$ cat config.mk
export PLATFORM = sky130hd
export DESIGN_NAME = td4_core
export DESIGN_NICKNAME = d
export VERILOG_FILES = /design/src/rtl/td4_core.sv
export SDC_FILE = /design/constraint.sdc
export NUM_CORES = 1
export LEC_CHECK = 0
export CORE_ASPECT_RATIO = 1.2
export CORE_MARGIN = 2
export CORE_UTILIZATION = 35
export CTS_CLUSTER_DIAMETER = 60
export DETAILED_ROUTE_END_ITERATION = 8
export PLACE_DENSITY = 0.6
export SLEW_MARGIN = 40
export SYNTH_ARGS = -nofsm -noshare
export SYNTH_HDL_FRONTEND = slang
export SYNTH_SLANG_ARGS = --single-unit
$ cat constraint.sdc
create_clock -name CLK -period 2.65 [get_ports CLK]
set_input_delay 0.265 -clock CLK [delete_from_list [all_inputs] [get_ports CLK]]
set_output_delay 0.265 -clock CLK [all_outputs]
set_load 0.01 [all_outputs]
$ cat src/rtl/td4_core.sv
// TD4 control/datapath core: FETCH/EXEC sequencer, registers A/B/OUT/PC/CFLAG,
// initiator of an external adder ALU. One instruction retires every two clocks.
//
// state  | meaning
// FETCH  | latch IMEM_DATA into IR; no architectural change
// EXEC   | ALU operands from IR; writeback, CFLAG and PC update on closing edge
module td4_core #(
  parameter int bitWidth  = 4,
  parameter int addrWidth = 4
) (
  input  logic                 CLK,
  input  logic                 RST,
  output logic [addrWidth-1:0] IMEM_ADDR,
  input  logic [7:0]           IMEM_DATA,
  input  logic [bitWidth-1:0]  IN,
  output logic [bitWidth-1:0]  OUT,
  output logic [bitWidth-1:0]  ALU_A,
  output logic [bitWidth-1:0]  ALU_B,
  input  logic [bitWidth-1:0]  ALU_Y,
  input  logic                 ALU_C,
  output logic                 CFLAG,
  output logic                 RETIRE
);

  typedef enum logic {
    S_FETCH = 1'b0,
    S_EXEC  = 1'b1
  } state_t;

  state_t               state;
  logic [addrWidth-1:0] pc;
  logic [7:0]           ir;
  logic [bitWidth-1:0]  reg_a;
  logic [bitWidth-1:0]  reg_b;
  logic [bitWidth-1:0]  reg_out;
  logic                 cflag;
  logic                 retire;

  logic [3:0]           opcode;
  logic [bitWidth-1:0]  src_sel;
  logic                 wr_a;
  logic                 wr_b;
  logic                 wr_out;
  logic                 jump;
  logic                 defined_op;

  assign opcode    = ir[7:4];
  assign IMEM_ADDR = pc;
  assign OUT       = reg_out;
  assign CFLAG     = cflag;
  assign RETIRE    = retire;
  assign ALU_A     = src_sel;
  assign ALU_B     = bitWidth'(ir[3:0]);

  always_comb begin
    src_sel    = '0;
    wr_a       = 1'b0;
    wr_b       = 1'b0;
    wr_out     = 1'b0;
    jump       = 1'b0;
    defined_op = 1'b1;
    case (opcode)
      4'b0000: begin src_sel = reg_a; wr_a = 1'b1; end
      4'b0011: begin                  wr_a = 1'b1; end
      4'b0001: begin src_sel = reg_b; wr_a = 1'b1; end
      4'b0010: begin src_sel = IN;    wr_a = 1'b1; end
      4'b0101: begin src_sel = reg_b; wr_b = 1'b1; end
      4'b0111: begin                  wr_b = 1'b1; end
      4'b0100: begin src_sel = reg_a; wr_b = 1'b1; end
      4'b0110: begin src_sel = IN;    wr_b = 1'b1; end
      4'b1001: begin src_sel = reg_b; wr_out = 1'b1; end
      4'b1011: begin                  wr_out = 1'b1; end
      4'b1111: jump = 1'b1;
      // JNC tests the flag left by the previous instruction
      4'b1110: jump = ~cflag;
      default: defined_op = 1'b0;
    endcase
  end

  always_ff @(posedge CLK or posedge RST) begin
    if (RST) begin
      state   <= S_FETCH;
      pc      <= '0;
      ir      <= '0;
      reg_a   <= '0;
      reg_b   <= '0;
      reg_out <= '0;
      cflag   <= 1'b0;
      retire  <= 1'b0;
    end else begin
      case (state)
        S_FETCH: begin
          ir     <= IMEM_DATA;
          state  <= S_EXEC;
          retire <= 1'b1;
        end
        S_EXEC: begin
          if (wr_a)   reg_a   <= ALU_Y;
          if (wr_b)   reg_b   <= ALU_Y;
          if (wr_out) reg_out <= ALU_Y;
          cflag  <= defined_op & ALU_C;
          pc     <= jump ? addrWidth'(ALU_Y) : pc + 1'b1;
          state  <= S_FETCH;
          retire <= 1'b0;
        end
        default: begin
          state  <= S_FETCH;
          retire <= 1'b0;
        end
      endcase
    end
  end

endmodule

# Word-level counts from Yosys, hierarchy flattened
# Index checks and enable logic that the tools add are counted.
# totals
ff_bits,26
in_bits,19
output_inout_bits,18
# op_classes
addsub,1
n_eq_ne,11
mux,8
bitwise,3
reduce_logical,11
# ops
operator,count
4-bit by 3-bit == test with 1-bit output (second input constant),4
4-bit == test (second input constant),4
4-bit case mux with 3 select lines,1
12-bit OR reduction,1
4-bit by 2-bit == test with 1-bit output (second input constant),2
4-bit OR reduction,2
2-bit AND reduction,3
2-bit OR reduction,3
4-bit by 1-bit adder with 4-bit output (second input constant),1
4-bit by 1-bit == test with 1-bit output (second input constant),1
4-bit logical NOT,1
1-bit 2-to-1 mux,4
4-bit 2-to-1 mux,1
1-bit case mux with 2 select lines,2
3-bit OR reduction,1
1-bit NOT,2
1-bit bitwise AND,1

# Depth between registers and ports, before layout
# Gate-level depths: netlist (run 1).
# logic_depth
depth_word,4
ltp_mapped,4

# Worst setup path before layout (run 1)
# No wires, ideal clock.
# synth_timing
path_kind,reg2out
startpoint,register ir[7]
endpoint,output port ALU_A[0]
arrival_time_ns,1.057
required_time_ns,2.385
slack_ns,1.328
path_stages_with_launch,3
n_path_buf,0
cell_sequence,dfrtp_1 > a211oi_1 > o2bb2ai_1
# synth_via
elab_chain_len,3
word_cells_on_any_way,11
# synth_rtl
element,line,source
start: declaration,32,logic [7:0] ir;
start signal: assignment,84,ir <= '0;
start signal: assignment,93,ir <= IMEM_DATA;
4-bit == test (tied with other cells),62,case (opcode)
3-bit OR reduction (no source line) or 2-bit OR reduction (tied branches),--,
4-bit case mux with 3 select lines (*),62,
end: declaration,17,"output logic [bitWidth-1:0] ALU_A,"
# Every way passes the cells marked *; elsewhere a longest branch is shown, timed or not.

# Worst setup path in the final report (run 1)
# layout_timing
startpoint,register ir[7]
endpoint,output port ALU_A[1]
# The elaborated chain is that of the path after synthesis.

==> results.py, run 1 <==
metrics = {
    "cells_and_area": {
        "fin_nets": 152,
        "final_util": 0.468,
        "fill_cells": 355,
        "drive_gt1_frac": 0.238,
        "seqCellArea_sq_um": 652,
        "multi_input_area_sq_um": 543,
        "n_antenna_cell": 0,
        "areaGrowthSynthToFinish_pct": 30.9,
        "instances_no_fill": 169,
    },
    "critical_path": {
        "critPathKind": "flip-flop to primary output",
        "critPathArrivalTime_ns": 2.01,
        "r2r_setup_slack_ns": 1.06,
        "setup.worst_path.start_class": "flip-flop",
        "critPathMaxFanout": 9,
        "worstReg2RegEnd": "reg_a[1]",
        "r2r_cells": 3,
        "cp-end-kind": "primary output",
        "timing.rr.start": "RETIRE",
        "crit_required_ns": 2.38,
    },
    "synthesis": {
        "yosysMostFrequentCell": "dfrtp_1",
        "synth_flop_cell": "dfrtp_1",
        "yosysTopAreaCellShare": 0.509,
        "ys_types": 33,
        "ys_ff_latch": 26,
        "synthTopCellsByCount": "dfrtp_1, mux2_2, buf_4, inv_1, mux2i_1",
        "async_flop_share": 1.00,
        "synth_area_sq_um": 1280,
        "syn_inst": 98,
        "ys_top_cells_by_area": "dfrtp_1, mux2_2, mux2i_1",
        "yosysSeqAreaShare": 0.509,
        "yosysTopAreaCell": "dfrtp_1",
        "synth_edf_count": 0,
        "syn_nets": 118,
        "synth.yosys.warnings": 0,
        "syn_avg_cell_area_sq_um": 13.0,
    },
    "sta": {
        "fmax_mhz": 440,
        "rsz0062_at_grt": "false",
        "tightest_slew_ns": 0.522,
        "finalHoldViolations": 0,
        "hold_slack_ns": 0.346,
        "setup_violations": 0,
        "fin_crit_ns": 2.27,
        "setup-tns-final_ns": 0,
        "skew_ns": 0.00367,
        "finalMaxSlewViolations": 0,
        "min_period_over_period": 0.858,
        "slew_headroom": 0.650,
    },
    "pwr": {
        "leakagePower_nw": 0.706,
        "vdd_drop_max_mv": 0.251,
        "powerDensity_nw_per_um2": 610,
    },
    "floorplan": {
        "start_util": 0.357,
        "rows": 24,
        "dieArea_sq_um": 4150,
        "core_area_sq_um": 3570,
        "ios": 37,
        "die_x_microns": 59.2,
        "die_h_microns": 70.2,
    },
    "clock_tree": {
        "clk-insertion-delay-late_ns": 0.27,
        "cts_buffer_depth": 2,
        "post_cts_resized": 0,
        "hold_buffers": 0,
        "cts-buffers-inserted": 3,
        "h-tree-depth": 1,
        "clk_pin_slew_ns": 0.09,
        "tritoncts": "done",
        "clock_sinks": 26,
        "postCtsSetupRepairBufs": 0,
        "cts_root_buffer": "clkbuf_8",
    },
    "drt": {
        "dr.pass1.iters": 4,
        "vias_per_cell": 5.30,
        "drt_wl_total_microns": 2720,
        "ant_nets": 0,
        "routedWlPerCell_microns": 16.1,
        "drt_iter0_drc": 13,
        "drc_errors": 0,
        "vias": 895,
    },
    "global_routing": {
        "first_global_vias": 948,
        "antenna_found_initial": 0,
        "grt_max_degree": 27,
        "overflow": 0,
        "grt_pass1_wl_microns": 4650,
        "grt_usage": 0.149,
    },
    "place": {
        "port_buffers": 36,
        "dp_cells": 166,
        "place_congestion": 0.835,
        "dp_hpwl_microns": 2050,
    },
    "run_status": {
        "outcome": "complete, no violations",
    },
    "run": {
        "max_cap_violations": 0,
    },
    "worst_hold_path": {
        "worstHoldPathType": "primary input to async pin",
    },
}
==> layout by cell type (no fill, tap or decap), drive strengths merged, types with 2 or more instances in the layout <==
cell type | synthesis | routed
nand2 | 2 | 2
or2b | 2 | 2
inv | 5 | 5
dfrtp | 26 | 26
nor2 | 2 | 2
o2bb2ai | 4 | 4
mux2i | 5 | 5
clkbuf | 0 | 3
nand3b | 2 | 2
nand3 | 2 | 2
mux2 | 21 | 21
clkdlybuf4s50 | 0 | 36
and3 | 2 | 2
==> area by class of cell <==
cell class,count,share of cell area
Clock buffer,3,0.0247
Inverter,5,0.0112
Multi-Input combinational cell,59,0.325
Sequential cell,26,0.390
Tap cell,39,0.0292
Timing Repair Buffer,37,0.220
==> metal layers <==
metal | vias up | GRT usage | share of wire
met2 | 22 | 0.254 | 0.52
met3 | 6 | 0.0222 | 0.032
met1 | 447 | 0.170 | 0.42
met5 | - | 0 | 0
met4 | 0 | 0.0884 | 0.028
li1 | 420 | - | -
==> cells by family after synthesis <==
family / count (synthesis) / share of synthesized area
AND/OR/NAND/NOR: 18 / 0.0980
AO/OA/AOI/OAI: 14 / 0.0931
flip-flops: 26 / 0.509
adder cells (fa/ha/maj): 1 / 0.00979
multiplexers: 26 / 0.224
buffers and inverters: 13 / 0.0656
==> through the flow <==
stage | cell area, sq um | worst slack [ns] | power, mW
CTS | 1670 | 0.374 | 1.04
global placement | 1630 | 0.733 | 0.803
detailed placement | 1630 | 0.674 | 0.812
finish | 1670 | 0.377 | 1.02
global route | 1670 | 0.229 | 1.09
floorplan | 1280 | 1.33 | 0.662
==> state kept, by name, indices dropped and copies added, names as in the netlist <==
name	cells
CFLAG	1
reg_b	4
reg_a	4
OUT	4
IMEM_ADDR	4
ir	8
RETIRE	1
==> worst max path at each step <==
stage               slack [ns]   from        to  cells after the start
floorplan                 1.33  ir[7]  ALU_A[0]                      2
global placement          0.73  ir[7]  ALU_A[0]                      3
detailed placement        0.67  ir[7]  ALU_A[1]                      3
CTS                       0.37  ir[7]  ALU_A[1]                      3
global route              0.23  ir[7]  ALU_A[2]                      3
finish                    0.38  ir[7]  ALU_A[1]                      3
==> worst max-delay path, stage by stage (launching register included) <==
cell	delay, ns
dfrtp_1	0.48
a211oi_1	0.53
o2bb2ai_1	0.17
clkdlybuf4s50_1	0.56
==> where the power goes <==
part / internal [mW] / total (mW) / switching [mW]
Sequential: 0.458 / 0.505 / 0.0474
Combinational: 0.184 / 0.293 / 0.109
Clock: 0.102 / 0.222 / 0.121
Total: 0.744 / 1.02 / 0.277
No activity file was read; power rests on OpenSTA's default activity.
==> run 2: changes to the inputs <==
--- a/config.mk
+++ b/config.mk
@@ -10,7 +10,7 @@
 export CORE_UTILIZATION = 35
 export CTS_CLUSTER_DIAMETER = 60
 export DETAILED_ROUTE_END_ITERATION = 8
-export PLACE_DENSITY = 0.6
+export PLACE_DENSITY = 0.62
 export SLEW_MARGIN = 40
 export SYNTH_ARGS = -nofsm -noshare
 export SYNTH_HDL_FRONTEND = slang
==> constraint.sdc (replaced) <==
create_clock -name CLK -period 2 [get_ports CLK]
set_input_delay 0.2 -clock CLK [delete_from_list [all_inputs] [get_ports CLK]]
set_output_delay 0.2 -clock CLK [all_outputs]
set_load 0.01 [all_outputs]
==> run 2 against run 1 <==
Compared with the run above:
- first-iteration DRC count rose by 120%
- sequential power is 31% higher
- critical path depth is 2 higher
- clock skew shrank 0.0022 ns
- setup slack worse by 0.11 ns
- hold slack got worse by 0.068 ns
- design area up 3.4%
- critical endpoint is now ALU_A[3]
- largest power group unchanged
==> results.py, run 2 (synthesis gave the netlist of run 1 again) <==
metrics = {
    "run_status": {
        "outcome": "complete, no violations",
    },
    "critical_path": {
        "crit_required_ns": 1.80,
        "setup.worst_path.start_class": "flip-flop",
        "critPathArrivalTime_ns": 1.53,
        "path_cells": "inv_1 > a211oi_1 > buf_4 > o2bb2ai_1 > dlygate4sd2_1",
        "critPathTopFamily": "buffers and inverters",
        "startpoint": "ir[4]",
        "timing.rr.start": "RETIRE",
        "worstReg2RegEnd": "OUT[1]",
        "critPathKind": "flip-flop to primary output",
        "critPathMaxStageDelay_ns": 0.39,
        "r2r_setup_slack_ns": 0.50,
        "cp-end-kind": "primary output",
        "cp.depth": 5,
        "r2r_cells": 3,
        "worstSetupEndpoint": "ALU_A[3]",
        "cp_num_buf_inv": 3,
        "cp_slowest_cell": "dfrtp_1",
        "critPathMaxFanout": 4,
    },
    "drt": {
        "vias_per_cell": 5.16,
        "drt_iter0_drc": 28,
        "vias": 909,
        "drc_errors": 0,
        "drt_wl_total_microns": 2730,
        "dr.pass1.iters": 4,
        "ant_nets": 0,
        "routedWlPerCell_microns": 15.5,
    },
    "cells_and_area": {
        "layout_common_cells": "clkdlybuf4s50_1, dfrtp_1, mux2_2",
        "final_common_cell": "clkdlybuf4s50_1",
        "areaGrowthSynthToFinish_pct": 35.3,
        "n_antenna_cell": 0,
        "multi_input_area_sq_um": 543,
        "drive_gt1_frac": 0.270,
        "instances_no_fill": 176,
        "fill_cells": 329,
        "fin_nets": 158,
        "seqCellArea_sq_um": 651,
        "largest-register": "ir",
        "largest_reg_flops": 8,
    },
    "floorplan": {
        "ios": 37,
        "dieArea_sq_um": 4150,
        "die_x_microns": 59.2,
        "core_area_sq_um": 3570,
        "start_util": 0.357,
        "die_h_microns": 70.2,
        "rows": 24,
    },
    "place": {
        "place_congestion": 0.794,
        "port_buffers": 36,
        "dp_cells": 171,
        "dp_hpwl_microns": 2100,
        "dp_slack_ns": 0.287,
    },
    "global_routing": {
        "grt_max_degree": 27,
        "antenna_found_initial": 0,
        "first_global_vias": 935,
        "overflow": 0,
        "grt_pass1_wl_microns": 4450,
        "grt_usage": 0.143,
    },
    "pwr": {
        "netSwitchingFraction": 0.265,
        "p_clk_frac": 0.240,
        "seqPwrFrac": 0.473,
        "powerDensity_nw_per_um2": 810,
        "leakagePower_nw": 0.767,
        "pwr-share-comb": 0.287,
        "vdd_drop_max_mv": 0.447,
        "switchingPower_mw": 0.371,
        "p_int_mw": 1.03,
    },
    "sta": {
        "finalHoldViolations": 0,
        "finalMaxSlewViolations": 0,
        "setup_violations": 0,
        "fin_ws_ns": 0.266,
        "rsz0062_at_grt": "false",
        "hold_slack_ns": 0.278,
        "setup-tns-final_ns": 0,
        "fmax_mhz": 577,
        "fin_crit_ns": 1.73,
        "min_period_over_period": 0.867,
        "tightest_slew_ns": 0.329,
        "slew_headroom": 0.781,
        "skew_ns": 0.00147,
    },
    "clock_tree": {
        "h-tree-depth": 1,
        "cts_root_buffer": "clkbuf_8",
        "tritoncts": "done",
        "hold_buffers": 0,
        "clk-insertion-delay-late_ns": 0.27,
        "cts_buffer_depth": 2,
        "clk_pin_slew_ns": 0.09,
        "clock_sinks": 26,
        "cts-buffers-inserted": 3,
    },
    "worst_hold_path": {
        "worstHoldPathType": "primary input to async pin",
    },
    "run": {
        "max_cap_violations": 0,
    },
}
[run 2: cell types whose count changed in the layout (fill, tap and decap cells not counted), sizes merged]
| cell | previous run | this run |
|---|---|---|
| clkdlybuf4s50 | 36 | 32 |
| clkbuf | 3 | 4 |
| buf | 1 | 7 |
| dlygate4sd2 | 0 | 3 |
| dlymetal6s2s | 0 | 1 |
[run 2: through the flow]
| stage | area [sq um] | power [mW] | utilization |
|---|---|---|---|
| 2_1_floorplan | 1280 | 0.877 | - |
| 3_3_place_gp | 1670 | 1.07 | 0.466 |
| 3_5_place_dp | 1670 | 1.08 | 0.466 |
| 4_1_cts | 1730 | 1.42 | 0.483 |
| 5_1_grt | 1730 | 1.49 | 0.484 |
| 6_report | 1730 | 1.40 | 0.484 |
[run 2: worst min path at each step]
stage,from,endpoint,slack (ns),cells after the start
after floorplan,RST,CFLAG,0.24,1
after global placement,ir[3],ir[3],0.49,1
after detailed placement,OUT[3],OUT[3],0.49,1
after CTS,RST,OUT[1],0.29,3
after global routing,RST,IMEM_ADDR[1],0.32,3
final,RST,IMEM_ADDR[1],0.28,3
[run 2: layout make-up]
class	count	share of cell area
Sequential cell	26	0.377
Clock buffer	4	0.0319
Multi-Input combinational cell	59	0.314
Tap cell	39	0.0282
Timing Repair Buffer	43	0.238
Inverter	5	0.0109
[run 2: tightest hold or removal path: stages]
cell and delay, ns:
clkdlybuf4s50_1 0.39, inv_1 0.05, buf_4 0.31
[run 2: metal layers]
| layer | global-route usage | vias up | wire length (microns) |
|---|---|---|---|
| met5 | 0 | - | 0 |
| met4 | 0.0606 | 0 | 62 |
| met3 | 0.0241 | 6 | 72 |
| met2 | 0.253 | 21 | 1450 |
| met1 | 0.164 | 449 | 1140 |
| li1 | - | 433 | - |
[run 2: power groups by stage]
stage                     sequential [mW]  combinational [mW]  clock (mW)
after floorplan                     0.686               0.190           0
after global placement              0.674               0.396           0
after detailed placement            0.674               0.409           0
after CTS                           0.663               0.409       0.348
after global routing                0.674               0.438       0.374
final                               0.662               0.401       0.337
[run 2: repair_timing]
item / in CTS / in global routing
gates resized for setup: 3 / 1
gates cloned: 0 / 0
endpoints found under the setup margin: 4 / 1
buffers inserted: 1 / 0
==> run 3: changes to the inputs <==
--- a/config.mk
+++ b/config.mk
@@ -8,7 +8,7 @@
 export CORE_ASPECT_RATIO = 1.2
 export CORE_MARGIN = 2
 export CORE_UTILIZATION = 35
-export CTS_CLUSTER_DIAMETER = 60
+export CTS_CLUSTER_DIAMETER = 30
 export DETAILED_ROUTE_END_ITERATION = 8
 export PLACE_DENSITY = 0.62
 export SLEW_MARGIN = 40
==> results of run 3 <==
Final layout, timing and power as in run 2 (identical DEF).
